[src/rtl/generator.sv]
// generator
//   Stream source that emits an incrementing, wrapping value sequence on a
//   valid/ready output channel. It produces one beat per clock at full
//   throughput. Back-pressure holds the pending beat, and a beat is never
//   lost or repeated.
//
// Ports
//   aclk      in   clock; all state updates on its rising edge
//   aresetn   in   asynchronous reset, ACTIVE-HIGH despite the name
//   enable    in   level-sensitive permission to produce new beats
//   ready     in   downstream acceptance
//   data_out  out  current beat payload (registered)
//   valid     out  data_out holds a beat (registered)
module generator #(
    parameter int     DATA_WIDTH = 8,
    parameter int     INIT_VALUE = 0,
    parameter int     STEP       = 1,
    parameter longint MAX_VALUE  = (longint'(1) << DATA_WIDTH) - 1
) (
    input  logic                  aclk,
    input  logic                  aresetn,
    input  logic                  enable,
    input  logic                  ready,
    output logic [DATA_WIDTH-1:0] data_out,
    output logic                  valid
);

    localparam logic [DATA_WIDTH-1:0] C_INIT = DATA_WIDTH'(INIT_VALUE);
    localparam logic [DATA_WIDTH:0]   C_STEP = (DATA_WIDTH+1)'(STEP);
    localparam logic [DATA_WIDTH:0]   C_MAX  = (DATA_WIDTH+1)'(MAX_VALUE);

    typedef enum logic {IDLE, HOLD} state_t;

    state_t                r_state;
    logic [DATA_WIDTH-1:0] r_next;
    logic [DATA_WIDTH-1:0] r_data;
    logic                  r_valid;

    // The sum is one bit wider than the data, so next+STEP cannot overflow.
    // Comparing against MAX therefore gives the same result as the rule
    // next > MAX-STEP, without the underflow that MAX-STEP could cause.
    logic [DATA_WIDTH:0]   w_sum;
    logic [DATA_WIDTH-1:0] w_adv;
    logic                  w_load;

    assign w_sum  = {1'b0, r_next} + C_STEP;
    assign w_adv  = (w_sum > C_MAX) ? C_INIT : w_sum[DATA_WIDTH-1:0];
    // A new beat may be loaded when the slot is empty or is being emptied now.
    assign w_load = enable && (!r_valid || ready);

    always_ff @(posedge aclk or posedge aresetn) begin
        if (aresetn) begin
            r_state <= IDLE;
            r_next  <= C_INIT;
            r_data  <= '0;
            r_valid <= 1'b0;
        end else begin
            case (r_state)
                IDLE: begin
                    if (w_load) begin
                        r_data  <= r_next;
                        r_valid <= 1'b1;
                        r_next  <= w_adv;
                        r_state <= HOLD;
                    end
                end
                HOLD: begin
                    // With ready low, everything holds. The beat stays valid
                    // even if enable drops.
                    if (ready) begin
                        if (w_load) begin
                            r_data <= r_next;
                            r_next <= w_adv;
                        end else begin
                            r_valid <= 1'b0;
                            r_state <= IDLE;
                        end
                    end
                end
                default: r_state <= IDLE;
            endcase
        end
    end

    assign data_out = r_data;
    assign valid    = r_valid;

endmodule

[config.mk]
export PLATFORM = sky130hd
export DESIGN_NAME = generator
export DESIGN_NICKNAME = d
export VERILOG_FILES = /design/src/rtl/generator.sv
export SDC_FILE = /design/constraint.sdc
export NUM_CORES = 1
export LEC_CHECK = 0
export CAP_MARGIN = 20
export CELL_PAD_IN_SITES_DETAIL_PLACEMENT = 1
export CELL_PAD_IN_SITES_GLOBAL_PLACEMENT = 1
export CORE_UTILIZATION = 40
export CTS_BUF_LIST = sky130_fd_sc_hd__clkbuf_16
export DETAILED_ROUTE_END_ITERATION = 16
export PLACE_DENSITY = 0.86
export SLEW_MARGIN = 20
export SYNTH_ARGS = -nofsm -noshare
export SYNTH_HDL_FRONTEND = slang
export SYNTH_SLANG_ARGS = --single-unit
[constraint.sdc]
create_clock -name aclk -period 2 [get_ports aclk]
set_input_delay 0.5 -clock aclk [delete_from_list [all_inputs] [get_ports aclk]]
set_output_delay 0.5 -clock aclk [all_outputs]
set_load 0.01 [all_outputs]
==> flow_summary.toml <==
[outcome]
status = "completed"

[global_route]
grt_antenna_before_repair = 0
first_global_vias = 913
track_usage = 0.216
grt_max_degree = 19
gr-total-overflow = 0
grt_pass1_wl_mm = 4.15

[worst_setup_path]
crit_arrival_ps = 1920
cp_cell_sequence = "inv_1 > ha_1 > nor4b_1 > nand3_1 > buf_4 > o21ai_1 > a31oi_1"
cpMaxStageDelayCell = "dfrtp_1"
path_class = "reg -> reg"
cp-end-kind = "register"
start_kind = "register"
r2r_start = "r_next[0]"
worst_r2r_path_depth = 7
slowest_delay_ps = 340
path_max_fanout = 7
critPathRequiredTime_ps = 2110
r2r_slack_ps = 190
timing.rr.end = "r_next[1]"

[route]
drc = 0
drtIter0Drc = 10
route.met3.wl_um = 86
drtPass1Iterations = 4
dr_wl_met2_mm = 1.28
top_layer = "met4"
wl_met1_mm = 1.05
vias = 874
vias_per_cell = 5.79
final_antenna_net_count = 0
wirelength_mm = 2.43
wl_per_cell_um = 16.1

[logic_synthesis]
synth.largest_area_cell = "dfrtp_1"
syn_inst = 107
synthTopCellsByArea = "dfrtp_1, nand2_1, nand3_1"
ys_types = 36
async_flop_share = 1.00
synth_edf_count = 0
yosysWarnings = 0
syn_nets = 113
syn-cell-area_sq_um = 987
synth_seq_area_share = 0.456
netlist.area_leader.share = 0.456
syn_avg_cell_area_sq_um = 9.23
ys_ff_latch = 18
synth-main-ff-cell = "dfrtp_1"

[layout]
nets = 131
fillers = 262
drive_gt1_frac = 0.138
final_cells = 151
syn_to_final_growth_pct = 23.8
antenna_cells = 0
multi_input_area_sq_um = 459
regArea_sq_um = 450

[cts]
cts_sinks = 18
cts_made_buffers = 3
cts.htree.levels = 1
insertion_delay_ps = 240
post_cts_buffers = 0
clk_path_buf_depth = 2
root_buffer = "clkbuf_16"
hold_buffers = 0
cts_tree = "built"
clk_pin_slew_ps = 50
cts.repair.resized = 0

[sta]
hold_slack_ps = 472
setup_ws_ps = 191
final-setup-viol-count = 0
max_freq_ghz = 0.553
setup_tns_ps = 0
rsz0062_at_grt = "no"
drv_slew = 0
tightest_slew_ps = 396
max_slew_margin = 0.736
hold_viol = 0
min_period_ps = 1810
finalCritPeriodShare = 0.905
clock_skew_ps = 2.61

[die]
dieArea_sq_mm = 0.00267
die_y_um = 51.7
initial_core_util = 0.434
pin_count = 13
num_rows = 17
die_x_um = 51.7
core_sq_mm = 0.00228

[pwr]
irDropWorstVdd_uv = 765
total_power_mw = 1.96
powerDensity_mw_per_mm2 = 1600
leakage_nw = 0.553

[run]
max_cap_viol_count = 0

[hold_path]
holdPathStages = 2
hp-class = "reg -> reg"
hold_start = "data_out[4]"
min_to = "data_out[4]"

[placement]
port-buffer-count = 12
dpl_worst_slack_ps = -25.9
gp_congestion = 0.805
dp_hpwl_mm = 1.84
dp_cells = 147
[worst max path at each step]
| stage | slack (ps) | start | depth (start not counted) | to |
|---|---|---|---|---|
| final | 190 | r_next[0] | 7 | r_next[1] |
| after global routing | 50 | r_next[0] | 7 | r_next[2] |
| after CTS | 130 | r_next[0] | 6 | r_next[1] |
| after detailed placement | -30 | ready | 5 | r_next[7] |
| after global placement | 90 | ready | 5 | r_next[7] |
| after floorplan | 290 | r_next[0] | 6 | r_next[2] |
[logic make-up (layout without fill, tap and decap cells)]
| group | Yosys count | after routing | share of synthesized area |
|---|---|---|---|
| AOI/OAI and AO/OA | 26 | 26 | 0.174 |
| buffers and inverters | 13 | 29 | 0.0786 |
| and+or+nand+nor | 44 | 44 | 0.221 |
| adders and majority gates | 2 | 2 | 0.0253 |
| muxes | 1 | 1 | 0.0114 |
| xor gates and xnor gates | 3 | 3 | 0.0342 |
| DFF | 18 | 18 | 0.456 |
[cell type report]
type / count / share of cell area
multi-input cells: 76 / 0.376
flip-flops and latches: 18 / 0.368
repair buffers: 20 / 0.147
clock buffers: 3 / 0.0614
well taps: 28 / 0.0287
inverters: 6 / 0.0184
[sequential cells by signal, summed over array words and instances, names as in the netlist]
| signal | flops |
|---|---|
| r_state | 1 |
| valid | 1 |
| data_out | 8 |
| r_next | 8 |
[routing by layer]
layer  up-vias  global-route usage
li1        413                   -
met1       442               0.261
met2        17               0.381
met3         2              0.0439
met4         0              0.0676
met5         -                   0
[where the power goes]
| group | internal (mW) | switching (mW) |
|---|---|---|
| sequential | 0.509 | 0.178 |
| clock | 0.263 | 0.127 |
| combinational | 0.419 | 0.462 |
[cells in the mapped netlist, types with 2 or more instances]
cell type,instances
ha_1,2
buf_2,2
nand2_1,24
nand3_1,7
o21ai_0,6
o21ai_1,2
a31oi_1,4
o211ai_1,2
inv_1,6
buf_6,2
a21oi_1,3
dfrtp_1,18
nand4_1,3
nor2_1,2
o311ai_1,2
o31ai_1,2
[critical path: cells and delay by family, from the launching register on]
| kind | cells | cell delay (ps) |
|---|---|---|
| and+or+nand+nor | 2 | 380 |
| AOI/OAI and AO/OA | 2 | 380 |
| DFF | 1 | 340 |
| adders and majority gates | 1 | 330 |
| buffers and inverters | 2 | 240 |
[per-stage QoR]
stage	utilization	instance area, sq um
floorplan	-	987
global placement	0.501	1140
detailed placement	0.501	1140
CTS	0.534	1210
global route	0.537	1220
finish	0.537	1220
[cells in the final DEF, fill, tap and decap left out]
| cell type | count |
|---|---|
| a21oi_1 | 3 |
| a22o_1 | 1 |
| a31oi_1 | 4 |
| a41oi_1 | 1 |
| and2_1 | 1 |
| and2_2 | 1 |
| and3_1 | 1 |
| and3_2 | 1 |
| and4_2 | 1 |
| buf_4 | 8 |
| clkbuf_16 | 3 |
| clkdlybuf4s50_1 | 12 |
| dfrtp_1 | 18 |
| ha_1 | 2 |
| inv_1 | 6 |
| mux2_2 | 1 |
| nand2_1 | 24 |
| nand3_1 | 7 |
| nand3_2 | 1 |
| nand4_1 | 3 |
| nor2_1 | 2 |
| nor4b_1 | 1 |
| o2111ai_1 | 1 |
| o211a_1 | 1 |
| o211ai_1 | 2 |
| o21ai_0 | 6 |
| o21ai_1 | 2 |
| o21bai_1 | 1 |
| o311ai_1 | 2 |
| o31ai_1 | 2 |
| or4b_1 | 1 |
| xnor2_1 | 1 |
| xnor2_2 | 1 |
| xor2_1 | 1 |
Note: power is estimated with default switching activity, not from simulation.
